[config.mk]
export PLATFORM = sky130hd
export DESIGN_NAME = dac_frame_ctrl
export DESIGN_NICKNAME = d
export VERILOG_FILES = /design/src/rtl/dac_frame_ctrl.sv
export SDC_FILE = /design/constraint.sdc
export NUM_CORES = 1
export LEC_CHECK = 0
export ABC_AREA = 1
export ABC_CLOCK_PERIOD_IN_PS = 1760
export CORE_ASPECT_RATIO = 1.4
export CORE_UTILIZATION = 55
export DETAILED_ROUTE_END_ITERATION = 12
export PLACE_DENSITY = 0.87
export SYNTH_ARGS = -nofsm -noshare
export SYNTH_HDL_FRONTEND = slang
export SYNTH_SLANG_ARGS = --single-unit
[constraint.sdc]
create_clock -name clk -period 1.76 [get_ports clk]
set_input_delay 0.352 -clock clk [delete_from_list [all_inputs] [get_ports clk]]
set_output_delay 0.352 -clock clk [all_outputs]
set_load 0.01 [all_outputs]
[src/rtl/dac_frame_ctrl.sv]
// -----------------------------------------------------------------------------
// dac_frame_ctrl
//
// Converts signed 23-bit filter samples into 12-bit offset-binary DAC codes and
// serialises them as 16-bit frames {CTRL_BITS, code}, MSB first, over a
// SYNC/SCLK/DIN interface. The DAC samples DIN on the falling edge of SCLK.
// A one-entry hold buffer lets the next sample queue up while a frame is
// shifting. A sample offered when that buffer is already full is dropped, and
// the sticky overrun flag is set.
//
// Parameters
//   CLK_DIV    clk cycles per SCLK half-period (1..255)
//   GAP_CYC    clk cycles SYNC stays high between frames (1..255)
//   CTRL_BITS  4 DAC control bits placed in front of every code
//
// Ports
//   clk           single clock, rising edge
//   reset_n       synchronous active-low reset
//   sample_in     signed two's-complement sample (23 bits)
//   sample_valid  sample_in is offered this cycle
//   clear_ovr     clear the overrun flag
//   ready         hold buffer empty; the block accepts sample_valid
//   dac_sync_n    frame enable to the DAC, active low
//   dac_sclk      serial clock to the DAC, idles high
//   dac_din       serial data to the DAC, MSB first
//   busy          the state machine is not idle
//   frame_done    one-cycle pulse in the first gap cycle after a frame
//   overrun       sticky flag: a sample was dropped
//
// Frame timing: SHIFT lasts 32*CLK_DIV cycles (16 SCLK periods) and GAP lasts
// GAP_CYC cycles. Back-to-back frames therefore repeat every
// 32*CLK_DIV + GAP_CYC cycles.
// -----------------------------------------------------------------------------
module dac_frame_ctrl #(
    parameter int unsigned CLK_DIV   = 2,
    parameter int unsigned GAP_CYC   = 4,
    parameter logic [3:0]  CTRL_BITS = 4'b0000
) (
    input  logic        clk,
    input  logic        reset_n,
    input  logic [22:0] sample_in,
    input  logic        sample_valid,
    input  logic        clear_ovr,
    output logic        ready,
    output logic        dac_sync_n,
    output logic        dac_sclk,
    output logic        dac_din,
    output logic        busy,
    output logic        frame_done,
    output logic        overrun
);

    typedef enum logic [1:0] {
        IDLE  = 2'd0,
        SHIFT = 2'd1,
        GAP   = 2'd2
    } state_t;

    localparam logic [7:0] DIV_LAST  = 8'(CLK_DIV - 1);
    localparam logic [7:0] GAP_LAST  = 8'(GAP_CYC - 1);
    localparam logic [4:0] HALF_LAST = 5'd31;   // 16 bits x 2 SCLK half-periods

    // Adding 8192 (0x2000) leaves bits [1:0] unchanged, so bits [13:2] of the
    // 23-bit sum equal sample_in[13:2] + 0x800 modulo 2^12. Out-of-range inputs
    // wrap; they are not saturated.
    logic [11:0] code;
    logic [15:0] frame_in;
    logic        unused_sample_bits;

    assign code               = sample_in[13:2] + 12'h800;
    assign frame_in           = {CTRL_BITS, code};
    assign unused_sample_bits = ^{sample_in[22:14], sample_in[1:0]};

    state_t      state_q,      state_d;
    logic [15:0] sr_q,         sr_d;
    logic [7:0]  div_q,        div_d;
    logic [4:0]  half_q,       half_d;
    logic [7:0]  gap_q,        gap_d;
    logic [15:0] hold_q,       hold_d;
    logic        ready_q,      ready_d;
    logic        ovr_q,        ovr_d;
    logic        sync_n_q,     sync_n_d;
    logic        sclk_q,       sclk_d;
    logic        din_q,        din_d;
    logic        frame_done_q, frame_done_d;

    logic        load_en;
    logic [15:0] load_frame;

    always_comb begin
        // NOTE: every variable gets a default before any branch, so no path
        // leaves one unassigned and no latch is inferred.
        state_d      = state_q;
        sr_d         = sr_q;
        div_d        = div_q;
        half_d       = half_q;
        gap_d        = gap_q;
        hold_d       = hold_q;
        ready_d      = ready_q;
        ovr_d        = ovr_q;
        sync_n_d     = sync_n_q;
        sclk_d       = sclk_q;
        din_d        = din_q;
        frame_done_d = 1'b0;
        load_en      = 1'b0;
        load_frame   = frame_in;

        // Hold buffer and overrun. The set comes after the clear, so a drop
        // in the same cycle as clear_ovr wins.
        if (clear_ovr) begin
            ovr_d = 1'b0;
        end
        if (sample_valid && !ready_q) begin
            ovr_d = 1'b1;
        end else if (sample_valid && state_q != IDLE) begin
            hold_d  = frame_in;
            ready_d = 1'b0;
        end

        case (state_q)
            IDLE: begin
                if (sample_valid) begin
                    load_en = 1'b1;
                end
            end

            SHIFT: begin
                if (div_q == DIV_LAST) begin
                    div_d  = 8'd0;
                    half_d = half_q + 5'd1;
                    if (half_q == HALF_LAST) begin
                        // End of the low half after the 16th falling edge.
                        state_d      = GAP;
                        gap_d        = 8'd0;
                        sync_n_d     = 1'b1;
                        sclk_d       = 1'b1;
                        din_d        = 1'b0;
                        frame_done_d = 1'b1;
                    end else if (sclk_q) begin
                        sclk_d = 1'b0;
                    end else begin
                        // The next bit is presented together with the rising
                        // edge, so it is stable for the DAC's falling-edge sample.
                        sclk_d = 1'b1;
                        sr_d   = {sr_q[14:0], 1'b0};
                        din_d  = sr_q[14];
                    end
                end else begin
                    div_d = div_q + 8'd1;
                end
            end

            GAP: begin
                if (gap_q == GAP_LAST) begin
                    if (!ready_q) begin
                        load_en    = 1'b1;
                        load_frame = hold_q;
                        ready_d    = 1'b1;
                    end else if (sample_valid) begin
                        // The sample accepted on the last gap cycle goes straight
                        // into the shifter. If it were parked in the buffer here,
                        // the FSM would reach IDLE with the buffer full.
                        load_en = 1'b1;
                        ready_d = 1'b1;
                    end else begin
                        state_d = IDLE;
                    end
                end else begin
                    gap_d = gap_q + 8'd1;
                end
            end

            default: begin
                state_d = IDLE;
            end
        endcase

        if (load_en) begin
            state_d  = SHIFT;
            sr_d     = load_frame;
            div_d    = 8'd0;
            half_d   = 5'd0;
            sync_n_d = 1'b0;
            sclk_d   = 1'b1;
            din_d    = load_frame[15];
        end
    end

    always_ff @(posedge clk) begin
        // NOTE: state registers use non-blocking assignment, so every flop
        // samples the pre-edge value of every other flop.
        if (!reset_n) begin
            state_q      <= IDLE;
            sr_q         <= '0;
            div_q        <= '0;
            half_q       <= '0;
            gap_q        <= '0;
            // NOTE: the data words (sr_q, hold_q) are cleared even though
            // ready_q already marks them invalid. This keeps X out of dac_din
            // and costs only a few reset pins.
            hold_q       <= '0;
            ready_q      <= 1'b1;
            ovr_q        <= 1'b0;
            sync_n_q     <= 1'b1;
            sclk_q       <= 1'b1;
            din_q        <= 1'b0;
            frame_done_q <= 1'b0;
        end else begin
            state_q      <= state_d;
            sr_q         <= sr_d;
            div_q        <= div_d;
            half_q       <= half_d;
            gap_q        <= gap_d;
            hold_q       <= hold_d;
            ready_q      <= ready_d;
            ovr_q        <= ovr_d;
            sync_n_q     <= sync_n_d;
            sclk_q       <= sclk_d;
            din_q        <= din_d;
            frame_done_q <= frame_done_d;
        end
    end

    // All DAC-facing outputs come straight from flops, so they cannot glitch.
    assign ready      = ready_q;
    assign dac_sync_n = sync_n_q;
    assign dac_sclk   = sclk_q;
    assign dac_din    = din_q;
    assign frame_done = frame_done_q;
    assign overrun    = ovr_q;
    assign busy       = (state_q != IDLE);

endmodule

# --- After elaboration in Yosys (flattened, before gate mapping) ---
# Index checks and enable logic that the tools add are counted.
word_totals:
  mem_bits_ro: 0
  in_bits: 27
  mem_count: 0
  output_inout_bits: 7
  register_bits: 56
  latchBits: 0
  mem_bits_rw: 0
op_classes:
  n_mul: 0
  n_div: 0
  n_reduce_logical: 20
  mux: 44
  n_lt_le_gt_ge: 0
  bitwise_logic: 3
  n_eq_ne: 20
  shift: 0
  n_addsub: 4
op_table:
  columns: ["operator", "count"]
  rows:
  - ["two-way mux 15 bit", 5]
  - ["two-way mux 12 bit", 3]
  - ["two-way mux 8 bit", 4]
  - ["two-way mux 1 bit", 24]
  - ["adder 8 x 1 -> 8 bit (second input constant)", 2]
  - ["inequality test 2 bit (second input constant)", 8]
  - ["one-hot mux 8 bit (2 select lines)", 1]
  - ["inequality test 3 bit (second input constant)", 5]
  - ["adder 12 bit (second input constant)", 1]
  - ["AND reduction 6 bit", 2]
  - ["nonzero test 2 bit", 6]
  - ["two-way mux 2 bit", 5]
  - ["AND reduction 3 bit", 3]
  - ["equality test 8 x 1 -> 1 bit (second input constant)", 1]
  - ["equality test 8 x 2 -> 1 bit (second input constant)", 1]
  - ["AND reduction 4 bit", 2]
  - ["one-hot mux 2 bit (3 select lines)", 1]
  - ["adder 5 x 1 -> 5 bit (second input constant)", 1]
  - ["equality test 5 bit (second input constant)", 1]
  - ["AND reduction 2 bit", 2]
  - ["inequality test 3 x 1 -> 1 bit (second input constant)", 1]
  - ["inverter 1 bit", 3]
  - ["equality test 2 x 1 -> 1 bit (second input constant)", 1]
  - ["equality test 2 bit (second input constant)", 1]
  - ["6 further kinds", 7]

# --- Depth between registers and ports, before layout ---
logic_depth:
  ltp_word: 8
  depth_mapped: 11

# --- Least setup slack after synthesis ---
# No wires, ideal clock.
synth_timing:
  path_type: "register to register"
  from: "reg half_q[0]"
  to: "reg sr_q[9]"
  path_stages_with_launch: 11
  required_ps: 1644
  arrival_time_ps: 1491
  period_less_slack_ps: 1607
  setup_slack_ps: 153
  cell_sequence: "dfxtp_1 > ha_1 > inv_1 > nor2_1 > ha_1 > nor2_1 > nand3_2 > o21ai_0 > nand2_1 > inv_1 > nor2_1"
synth_via:
  elab_chain_len: 3
synth_rtl:
  columns: ["item", "line_no", "rtl"]
  rows:
  - ["from (decl)", "77", "logic [4:0] half_q, half_d;"]
  - ["from (signal assigned)", "212", "half_q <= half_d;"]
  - ["equality test 5 bit", "131", "if (half_q == HALF_LAST) begin"]
  - ["inequality test 2 bit (no source line)", null, null]
  - ["AND reduction 4 bit (no source line)", null, null]
  - ["to (signal assigned)", "210", "sr_q <= sr_d;"]
  - ["to (decl)", "75", "logic [15:0] sr_q, sr_d;"]
# Every way passes these cells.
# A chain may end at the register's enable or synchronous reset.

# --- Final worst setup path ---
layout_timing:
  from: "reg ready_q (netlist: ready)"
  to: "out ready"
layout_rtl:
  columns: ["item", "line_no", "rtl"]
  rows:
  - ["from (decl)", "80", "logic ready_q, ready_d;"]
  - ["from (signal assigned)", "215", "ready_q <= ready_d;"]
  - ["to (decl)", "44", "output logic ready,"]
# No word-level cell between the ends.

==> flow_summary_export.csv <==
group,metric,value,unit
global_route,grtUsageTotal,22.7,%
routing,vias,2568,
worst_setup_path,crit_family,"buffers and inverters",
synthesis,ys_types,32,
worst_setup_path,slowest_delay,570,ps
synthesis,yosysMostFrequentCell,"nand2_1",
sta,fin_skew,7.90,ps
power_and_ir_drop,power.leakage,1.49,nW
worst_hold_path,worstHoldStart,"sr_q[13]$_SDFFE_PN0P_",
synthesis,ys_warn_count,0,
worst_setup_path,required,1410,ps
cts,h-tree-depth,2,
cts,cts.sinks,56,
floorplanning,ioPinCount,34,
worst_setup_path,setup.worst_path.end_class,"output port",
worst_setup_path,reg2reg_from,"gap_q[0]$_SDFFE_PN0P_",
global_route,grt_overflow,0,
final_layout,multi_input_area,1470,um2
synthesis,synth_edf_count,0,
final_layout,drive_above_1_share,16.0,%
worst_setup_path,cp_cell_sequence,"clkdlybuf4s50_1",
final_layout,register_area,1130,um2
status,status,"completed",
power_and_ir_drop,power.total,2.32,mW
floorplanning,die_h,87.2,um
placed_design,dpl.hpwl,4280,um
cts,root_buffer,"clkbuf_8",
routing,drc,0,
worst_setup_path,r2r_end,"sr_q[4]$_SDFFE_PN0P_",
worst_setup_path,reg2reg_depth,9,
synthesis,syn-num-nets,425,
sta,fin_crit_sh,95.4,%
synthesis,netlist.top_cell.by_area,"dfxtp_1",
global_route,grt_max_degree,24,
sta,drv_slew,0,
synthesis,syn_inst,393,
sta,layout_min_cycle_time,1680,ps
worst_setup_path,crit_path_start_kind,"flip-flop",
routing,firstDrtPassIters,4,
worst_hold_path,min_to,"sr_q[13]$_SDFFE_PN0P_",
worst_setup_path,cp-startpoint,"ready$_SDFF_PN1_",
global_route,grt_pass1_wl,9900,um
cts,clock_path_buffers,2,
power_and_ir_drop,ir_drop,0.598,mV
synthesis,ys_seq_area_share,39.3,%
worst_setup_path,rrSetupSlack,90,ps
placed_design,place.gp.congestion,0.829,
worst_setup_path,cp_data_arrival_time,1330,ps
floorplanning,die_x,62.9,um
worst_hold_path,min_path_type,"flip-flop to flip-flop",
synthesis,synth_area_leaders,"dfxtp_1 39%, nand2_1 10%, inv_1 7.5%, nand3_1 6.7%, o21ai_0 5.3%",
worst_setup_path,path_class,"flip-flop to output port",
worst_setup_path,crit_slowest_cell,"clkdlybuf4s50_1",
floorplanning,core,4920,um2
final_layout,finalInstanceArea,3340,um2
synthesis,ys_ff_latch,56,
floorplanning,dieArea,5480,um2
sta,rsz0062_at_grt,"true",
cts,clkTransAtPathRegs,100,ps
global_route,first_global_vias,2478,
cts,cts_tree,"yes",
synthesis,synthFlopType,"dfxtp_1",
worst_hold_path,hold_depth,2,
synthesis,synth-async-reset-ratio,0,%
final_layout,synthToLayoutAreaGrowth,17.1,%
sta,setup_viol,0,
final_layout,diodes,0,
routing,wl,5800,um
sta,worstMarginPinSlew,343,ps
final_layout,fillers,411,
floorplanning,rows,30,
final_layout,nNetsFinal,458,
cts,cts_hold_repair.buffers,0,
routing,wire_per_inst,11.8,um
synthesis,synthDominantCellAreaShare,39.3,%
cts,cts_setup_buffers,0,
synthesis,post_synth_instance_area,2850,um2
placed_design,port_buffers,22,
sta,finalHoldViolCount,0,
placed_design,place_area,3220,um2
flow_run,drv_cap,0,
cts,cts_made_buffers,5,
sta,max_slew_margin,77.2,%
synthesis,synth.avg_cell_area,7.26,um2
worst_setup_path,critical_path_buf_inv_count,1,
sta,fmax,0.596,GHz
power_and_ir_drop,powerDensity,695,nW/um2
routing,drtIter0Drc,93,
worst_setup_path,path_max_fanout,5,
global_route,antenna_found_initial,0,
floorplanning,start_util,58.0,%
cts,clock_latency,310,ps
routing,ant_nets,0,
synthesis,synth_common_cells,"78 x nand2_1, 57 x inv_1, 56 x dfxtp_1",
routing,via_per_inst,5.24,
layer usage:
| layer | vias up | GRT usage, % | share of wire [%] |
|---|---|---|---|
| li1 | 1321 | - | - |
| met1 | 1190 | 21.8 | 39 |
| met2 | 47 | 45.9 | 56 |
| met5 | - | 0 | 0 |
| met3 | 10 | 4.45 | 2.7 |
| met4 | 0 | 9.51 | 2.2 |
per-stage QoR:
stage	utilization, %	setup TNS, ps	hold slack, ps	setup WS, ps	instances
final	68.0	0	443	81.8	490
after global routing	68.0	-1.87	476	-1.87	490
after CTS	67.2	-3.15	445	-3.15	490
after detailed placement	65.5	-1820	431	-126	483
after global placement	65.5	-1170	430	-73.0	483
after floorplan	-	0	420	153	393
cell families (layout without fill, tap and decap cells):
logic type	after synthesis	in the layout	share of synthesized area, %
and+or+nand+nor	183	183	32.8
buffers and inverters	72	105	10.4
AOI/OAI and AO/OA	70	70	13.2
DFF	56	56	39.3
xor gates and xnor gates	7	7	2.15
adders and majority gates	5	5	2.19
registers in the layout (all words and copies together), names as in the netlist:
register and cells:
frame_done 1, dac_din 1, hold_q 12, half_q 5
gap_q 8, dac_sclk 1, ready 1, state_q 2
div_q 8, sr_q 15, overrun 1, dac_sync_n 1
report_power, final:
group / switching, mW / internal (mW)
sequential: 0.0260 / 1.31
clock: 0.401 / 0.272
combinational: 0.172 / 0.137
final cells by class:
class / instances / share of cell area (%)
Clock buffer: 6 / 2.17
Sequential cell: 56 / 33.7
Tap cell: 64 / 2.40
Clock inverter: 1 / 0.150
Multi-Input combinational cell: 265 / 44.0
Inverter: 62 / 7.04
Timing Repair Buffer: 36 / 10.6
worst max-delay path by stage:
stage	end	slack, ps	cells past startpoint
final	ready	80	1
after global routing	sr_q[8]$_SDFFE_PN0P_	-2	11
after CTS	sr_q[9]$_SDFFE_PN0P_	-3	10
after detailed placement	sr_q[4]$_SDFFE_PN0P_	-130	9
after global placement	sr_q[11]$_SDFFE_PN0P_	-70	8
after floorplan	sr_q[9]$_SDFFE_PN0P_	150	10
layout by cell type, fill, tap and decap left out, types with 4 or more instances in the layout:
cell type        count
dfxtp_2              4
nor2_1              25
xor2_1               6
dfxtp_1             52
o21ai_0             28
buf_4               12
inv_1               56
nor2_2               8
nor3_1               4
a21oi_1             29
nor2_4               8
nand2_2              5
clkbuf_8             5
clkdlybuf4s50_1     21
ha_1                 4
o21ai_1              4
nand4_1              5
inv_2                5
nand2_1             78
nand3_1             38
repair_timing:
item | 4_1_cts | 5_1_grt
endpoints found under the setup margin | 3 | 25
endpoints found under the hold margin | 0 | 0
pin swaps | 0 | 1
resized for setup | 4 | 11
No activity file was read; power rests on OpenSTA's default activity.
